**config.mk**
```make
export PLATFORM = sky130hd
export DESIGN_NAME = vga_frame_ctrl_flat
export DESIGN_NICKNAME = d
export VERILOG_FILES = /design/src/rtl/vga_frame_ctrl_if.sv /design/src/rtl/vga_frame_ctrl.sv /design/src/flat_wrapper.sv
export SDC_FILE = /design/constraint.sdc
export NUM_CORES = 1
export LEC_CHECK = 0
export ABC_AREA = 1
export ABC_CLOCK_PERIOD_IN_PS = 2300
export CORE_UTILIZATION = 46
export CTS_BUF_LIST = sky130_fd_sc_hd__clkbuf_4
export DETAILED_ROUTE_END_ITERATION = 7
export PLACE_DENSITY = 0.73
export SLEW_MARGIN = 10
export SYNTH_ARGS = -nofsm -noshare
export SYNTH_HDL_FRONTEND = slang
export SYNTH_SLANG_ARGS = --single-unit
```
**constraint.sdc**
```tcl
create_clock -name clk -period 2.3 [get_ports clk]
set_input_delay 0.23 -clock clk [delete_from_list [all_inputs] [get_ports clk]]
set_output_delay 0.23 -clock clk [all_outputs]
set_load 0.05 [all_outputs]
```
**src/rtl/vga_frame_ctrl_if.sv**
```systemverilog
// Framebuffer update handshake between game logic (master) and the
// VGA frame controller (slave).
interface vga_frame_ctrl_if;
    logic upd_req;
    logic upd_grant;
    logic upd_done;
    logic upd_overrun;

    modport master (
        output upd_req,
        output upd_done,
        input  upd_grant,
        input  upd_overrun
    );

    modport slave (
        input  upd_req,
        input  upd_done,
        output upd_grant,
        output upd_overrun
    );
endinterface

```
**src/rtl/vga_frame_ctrl.sv**
```systemverilog
// VGA raster timing with a vblank-only framebuffer update arbiter.
// Sync/video decodes are combinational off the counter registers.
module vga_frame_ctrl #(
    parameter int H_TOTAL      = 800,
    parameter int H_VISIBLE    = 640,
    parameter int H_SYNC_START = 656,
    parameter int H_SYNC_END   = 752,
    parameter int V_TOTAL      = 525,
    parameter int V_VISIBLE    = 480,
    parameter int V_SYNC_START = 490,
    parameter int V_SYNC_END   = 492
) (
    input  logic             clk,
    input  logic             rst,
    vga_frame_ctrl_if.slave  upd,
    output logic [9:0]       h_count,
    output logic [9:0]       v_count,
    output logic             v_enable,
    output logic             hsync,
    output logic             vsync,
    output logic             video_on
);

    localparam logic [9:0] H_LAST = 10'(H_TOTAL - 1);
    localparam logic [9:0] V_LAST = 10'(V_TOTAL - 1);
    localparam logic [9:0] H_VIS  = 10'(H_VISIBLE);
    localparam logic [9:0] V_VIS  = 10'(V_VISIBLE);
    localparam logic [9:0] H_SS   = 10'(H_SYNC_START);
    localparam logic [9:0] H_SE   = 10'(H_SYNC_END);
    localparam logic [9:0] V_SS   = 10'(V_SYNC_START);
    localparam logic [9:0] V_SE   = 10'(V_SYNC_END);

    typedef enum logic [1:0] {
        IDLE,
        WAIT_BLANK,
        GRANT,
        RELEASE
    } state_t;

    logic [9:0] r_h;
    logic [9:0] r_v;
    state_t     r_state;
    logic       r_grant;
    logic       r_overrun;

    logic       w_h_last;
    logic       w_v_last;
    logic       w_vblank;
    logic       w_frame_end;

    assign w_h_last    = (r_h == H_LAST);
    assign w_v_last    = (r_v == V_LAST);
    assign w_vblank    = (r_v >= V_VIS);
    assign w_frame_end = w_h_last && w_v_last;

    always_ff @(posedge clk or posedge rst) begin
        if (rst) begin
            r_h <= '0;
        end else if (w_h_last) begin
            r_h <= '0;
        end else begin
            r_h <= r_h + 10'd1;
        end
    end

    always_ff @(posedge clk or posedge rst) begin
        if (rst) begin
            r_v <= '0;
        end else if (w_h_last) begin
            r_v <= w_v_last ? 10'd0 : r_v + 10'd1;
        end
    end

    // A grant never opens on frame_end: the window would close that same edge.
    always_ff @(posedge clk or posedge rst) begin
        if (rst) begin
            r_state   <= IDLE;
            r_grant   <= 1'b0;
            r_overrun <= 1'b0;
        end else begin
            unique case (r_state)
                IDLE: begin
                    if (upd.upd_req) begin
                        r_state <= WAIT_BLANK;
                    end
                end
                WAIT_BLANK: begin
                    if (!upd.upd_req) begin
                        r_state <= IDLE;
                    end else if (w_vblank && !w_frame_end) begin
                        r_state <= GRANT;
                        r_grant <= 1'b1;
                    end
                end
                GRANT: begin
                    if (upd.upd_done) begin
                        r_state <= RELEASE;
                        r_grant <= 1'b0;
                    end else if (w_frame_end) begin
                        r_state   <= WAIT_BLANK;
                        r_grant   <= 1'b0;
                        r_overrun <= 1'b1;
                    end
                end
                RELEASE: begin
                    if (!upd.upd_req) begin
                        r_state <= IDLE;
                    end
                end
                default: begin
                    r_state <= IDLE;
                    r_grant <= 1'b0;
                end
            endcase
        end
    end

    assign h_count         = r_h;
    assign v_count         = r_v;
    assign v_enable        = w_h_last;
    assign hsync           = !((r_h >= H_SS) && (r_h < H_SE));
    assign vsync           = !((r_v >= V_SS) && (r_v < V_SE));
    assign video_on        = (r_h < H_VIS) && (r_v < V_VIS);
    assign upd.upd_grant   = r_grant;
    assign upd.upd_overrun = r_overrun;

endmodule

```
**src/flat_wrapper.sv**
```systemverilog
// flat-port wrapper written by rule: the top's interface ports become plain ports
module vga_frame_ctrl_flat 
#(
    parameter int H_TOTAL      = 800,
    parameter int H_VISIBLE    = 640,
    parameter int H_SYNC_START = 656,
    parameter int H_SYNC_END   = 752,
    parameter int V_TOTAL      = 525,
    parameter int V_VISIBLE    = 480,
    parameter int V_SYNC_START = 490,
    parameter int V_SYNC_END   = 492
)
  (clk, rst, h_count, v_count, v_enable, hsync, vsync, video_on, upd_upd_req, upd_upd_done, upd_upd_grant, upd_upd_overrun);
  vga_frame_ctrl_if upd_i ();
  input  logic clk;
  input  logic rst;
  output logic [9:0] h_count;
  output logic [9:0] v_count;
  output logic v_enable;
  output logic hsync;
  output logic vsync;
  output logic video_on;
  input wire logic [$bits(upd_i.upd_req)-1:0] upd_upd_req;
  input wire logic [$bits(upd_i.upd_done)-1:0] upd_upd_done;
  output wire logic [$bits(upd_i.upd_grant)-1:0] upd_upd_grant;
  output wire logic [$bits(upd_i.upd_overrun)-1:0] upd_upd_overrun;
  assign upd_i.upd_req = upd_upd_req;
  assign upd_i.upd_done = upd_upd_done;
  assign upd_upd_grant = upd_i.upd_grant;
  assign upd_upd_overrun = upd_i.upd_overrun;
  vga_frame_ctrl #(.H_TOTAL(H_TOTAL), .H_VISIBLE(H_VISIBLE), .H_SYNC_START(H_SYNC_START), .H_SYNC_END(H_SYNC_END), .V_TOTAL(V_TOTAL), .V_VISIBLE(V_VISIBLE), .V_SYNC_START(V_SYNC_START), .V_SYNC_END(V_SYNC_END)) u_core (.clk(clk), .rst(rst), .upd(upd_i), .h_count(h_count), .v_count(v_count), .v_enable(v_enable), .hsync(hsync), .vsync(vsync), .video_on(video_on));
endmodule
```
; ---- After elaboration in Yosys (flattened, before gate mapping)
; Cells that the tools add are included.
[classes]
add_sub_neg = 2
n_mul = 0
n_div = 0
order_cmp = 7
n_eq_ne = 11
shifts = 0
n_mux = 14
bitwise = 1
reduce_logical = 13
[op_table]
columns = operator, n
row1 = "10-bit by 1-bit adder with 10-bit output, second input constant", 2
row2 = "10-bit == test, second input constant", 2
row3 = "10-bit by 9-bit >= comparator with 1-bit output, second input constant", 2
row4 = "10-bit < comparator, second input constant", 2
row5 = "10-bit by 9-bit < comparator with 1-bit output, second input constant", 2
row6 = 10-bit 2-to-1 mux, 2
row7 = 2-bit 2-to-1 mux, 6
row8 = "10-bit >= comparator, second input constant", 1
row9 = 2-bit one-hot mux with 4 select lines, 1
row10 = 4-bit AND reduction, 2
row11 = "2-bit != test, second input constant", 3
row12 = "3-bit by 2-bit != test with 1-bit output, second input constant", 2
row13 = 1-bit logical AND, 5
row14 = "2-bit == test, second input constant", 2
row15 = 1-bit 2-to-1 mux, 4
row16 = 1-bit zero test, 3
row17 = 3-bit AND reduction, 1
row18 = "2-bit by 1-bit == test with 1-bit output, second input constant", 1
row19 = 2-bit zero test, 1
row20 = "2-bit by 1-bit != test with 1-bit output, second input constant", 1
row21 = 1-bit one-hot mux with 2 select lines, 1
row22 = 2-bit nonzero test, 1
row23 = 1-bit NOT, 1
[totals]
reg_bits = 24
latchBits = 0
ramBits = 0
rom_bits = 0
inputBits = 4
out_inout_bits = 26
n_memories = 0

; ---- Logic depth before layout (Yosys ltp)
[depth]
ltp_word = 7
mapped_depth = 10
mapped_depth_nobuf = 10

; ---- Worst setup path after synthesis
; No wires, ideal clock.
[synth_path]
path_type = reg2out
start = register u_core.r_v[5], in the netlist u_core.v_count[5]
end = output port video_on
arrival_ps = 2450
path_slack_ps = -380
path_stages_with_launch = 5
n_path_buf = 1
path_cell_list = dfrtp_1 buf_2 nand2_1 nor2_2 nor4_1
[synth_via]
elab_chain_len = 2
[synth_lines]
columns = element, line
row1 = "start, declared", vga_frame_ctrl.sv:41  ; logic [9:0] r_v;
row2 = "start signal, assigned", vga_frame_ctrl.sv:70  ; r_v <= w_v_last ? 10'd0 : r_v + 10'd1;
row3 = 10-bit by 9-bit < comparator with 1-bit output, vga_frame_ctrl.sv:123  ; assign video_on = (r_h < H_VIS) && (r_v < V_VIS);
row4 = 1-bit logical AND, vga_frame_ctrl.sv:123
row5 = "end, declared", flat_wrapper.sv:22  ; output logic video_on;
; No other way between the ends.

; ---- Final worst setup path
[layout_path]
start = register u_core.r_h[1], in the netlist u_core.h_count[1]
end = output port v_enable
[layout_via]
elab_chain_len = 1
[layout_lines]
columns = element, line
row1 = "start, declared", vga_frame_ctrl.sv:40  ; logic [9:0] r_h;
row2 = "start signal, assigned", vga_frame_ctrl.sv:62  ; r_h <= r_h + 10'd1;
row3 = 10-bit == test, vga_frame_ctrl.sv:51  ; assign w_h_last = (r_h == H_LAST);
row4 = "end, declared", flat_wrapper.sv:19  ; output logic v_enable;
; No other way between the ends.

==> impl_results.md <==
* Area delta synth->final at 25.4%
* DRC at 6
* Non-Filler Instances at 240
* Total track usage at 21.2%
* Largest family of logic cells by synthesized area: simple AND/OR/NAND/NOR gates
* Area contributors post-synth: dfrtp_1, nand2_1, inv_1
* Arr. time, crit path at 1.71 ns
* Vias in the first global route at 1,316
* # nets final at 219
* ANT nets after route at 0
* Hold Buf Count CTS at 0
* Rel. slew slack at 64.9%
* Final Hold Fails at 0
* Initial core utilization at 49.6%
* Synth Area in XOR/XNOR at 3.15%
* Final Power at 0.000728 W
* Largest net degree at the start of global routing at 25
* Syn avg cell area at 7.81 µm²
* Outcome: complete, but fails checks
* Failing checks: design-rule violations
* DRT iter0 DRCs at 59
* First-pass GRT wire length at 5350 µm
* CTS Root Cell: clkbuf_4
* Combinational cell fraction of total power at 12.0%
* Peak supply drop at 0.290 mV
* Fill count at 238
* Max Cap Viol at 0
* Core Footprint at 0.00281 mm²
* Most frequent cells in the layout: nand2_1, inv_1, clkdlybuf4s50_1, dfrtp_1, nor2_1
* LEAKAGE at 0.829 nW
* CTS Buf Count at 3
* Fin Setup TNS at 0 ns
* Min Tclk post-route at 1.94 ns
* CP max FO at 18
* Sequential share of the synthesized area at 43.2%
* Final setup viols at 0
* DR WL/cell at 13.3 µm
* Multi-input gate area at 674 µm²
* Simple-gate area share of the yosys netlist at 32.9%
* Tcrit/Tclk final at 84.4%
* TritonCTS clock tree: done
* Mapped Nets at 186
* Hold Path Class: in -> async
* Register area at 601 µm²
* Initial antenna violation count at 0
* Clock Latency Late Sink at 0.31 ns
* Sw Share at 26.7%
* Most common cell after layout, fill and taps aside: nand2_1
* Die height at 57.0 µm
* # IOs at 30
* Drt pass-1 iters at 6
* ANT cells at 0
* Layout cells sized above 1 at 11.5%
* Vias at 1,267
* Flop pwr share at 62.7%
* Cells after synthesis at 178
* Clk sink count at 24
* Post-synth design cell area at 0.00139 mm²
* RSZ-0062 raised after global routing: false
* Yosys top cell area share at 43.2%
* Crit path launch type: register
* Die X at 57.0 µm
* Clock power share at 25.2%
* NetSw at 0.000194 W
* Crit end category: output pin
* DPL Wire Length at 2350 µm
* GRT overflow at 0
* Post-Route WL at 3200 µm
* Critical path class: reg -> out
* Die Area at 0.00325 mm²
* Critical Path RT at 2.07 ns
* Internal at 0.000534 W
* Clock Skew at 0.00812 ns
* Synth Warn # at 0
* Adder-Cell Fraction of Synth Area at 3.60%
* P per Cell Area at 418 mW/mm²
* Post-synthesis cell type count at 28
* Placed Cells incl. Taps at 237
* Post-CTS setup buffers at 0
* DR vias/cell at 5.28
* Gp weighted congestion at 0.911
* Biggest area consumer among synthesized cells: dfrtp_1
* Worst slew pin tran at 0.525 ns
* Max Slew Vio Count at 0
* IO buf count at 29
* H-tree depth at 1
* Longest Clk Path Bufs at 2
* Yosys reg bits at 24
* Post-synthesis compound-gate area fraction at 8.46%
* Multiplexer area fraction after synthesis at 0%
* Post_cts resized at 0
* Fmax at 515 MHz
* CTS clk-pin slew, worst paths at 0.13 ns
* Std-Cell Rows at 19
worst paths after layout:
kind	start	end	slack, ns	cells past startpoint
max in group asynchronous	rst	u_core.h_count[3]$_DFF_PP0_	1.81	3
worst min register to register	u_core.upd.upd_overrun$_DFFE_PP0P_	u_core.upd.upd_overrun$_DFFE_PP0P_	0.49	1
worst max register to register	u_core.h_count[1]$_DFF_PP0_	u_core.v_count[4]$_DFFE_PP0N_	0.57	8
worst max-delay path	u_core.h_count[1]$_DFF_PP0_	v_enable	0.36	6
worst min-delay path	rst	u_core.v_count[2]$_DFFE_PP0N_	0.24	3
min in group clk	u_core.upd.upd_overrun$_DFFE_PP0P_	u_core.upd.upd_overrun$_DFFE_PP0P_	0.49	1
stage by stage:
stage / area, µm² / setup slack [ns] / hold WS, ns / utilization [%]
detailed placement: 1720 / 0.395 / 0.458 / 61.2
floorplan: 1400 / 0.192 / 0.245 / -
global route: 1740 / 0.236 / 0.311 / 62.1
finish: 1740 / 0.360 / 0.242 / 62.1
CTS: 1740 / 0.0243 / 0.251 / 62.0
global placement: 1720 / 0.433 / 0.451 / 61.2
per-layer routing:
metal	routed length (µm)	share of wire (%)	track usage, %
met5	0	0	0
met4	97	3.0	12.9
met3	127	4.0	2.49
met2	1540	48	36.0
met1	1430	45	25.8
power groups by stage:
stage,logic (W),registers [W],clock network [W]
3_3_place_gp,0.0000835,0.000462,0
4_1_cts,0.0000893,0.000456,0.000189
3_5_place_dp,0.0000898,0.000463,0
5_1_grt,0.000101,0.000460,0.000206
6_report,0.0000877,0.000457,0.000184
2_1_floorplan,0.0000689,0.000459,0
critical path, cell delays in order (launching register included):
cell	delay (ns)
dfrtp_1	0.41
ha_1	0.18
nand2_1	0.07
inv_2	0.08
nand2_2	0.11
nor2_8	0.30
buf_4	0.26
Yosys cell counts:
cell type  count
ha_1           4
xnor2_1        1
nor2_8         1
a21oi_1        6
nand2_4        1
nand2_1       29
o22ai_1        1
nand2_2        5
o21bai_2       1
nor2_2         2
inv_1         26
nand3b_1       1
buf_2          1
dfrtp_1       24
o21ai_0       10
a31o_2         1
nand3_1       11
o21ai_1        1
nor2_1        23
buf_4          1
nor4_1         1
nor3_2         2
nor3_1        10
inv_2          3
a31oi_1        1
xor2_1         4
nand3_2        1
nand4_1        6
flip-flops by register name, summed over array words and instances, names as in the netlist:
name                    flops
u_core.v_count             10
u_core.r_state              2
u_core.upd.upd_overrun      1
u_core.upd.upd_grant        1
u_core.h_count             10
final cells by class:
cell class | count | area share (%)
clock buffer | 3 | 1.29
tap | 31 | 2.23
sequential | 24 | 34.5
multi-input combinational | 123 | 38.7
inverter | 29 | 6.25
timing repair buffer | 30 | 17.1
cell families (layout without fill, tap and decap cells):
family	count (synthesis)	after routing
xor+xnor	5	5
fa+ha+maj	4	4
flops	24	24
buf+inv	31	62
compound gates	21	21
simple gates	93	93
(Power assumes the default switching activity.)
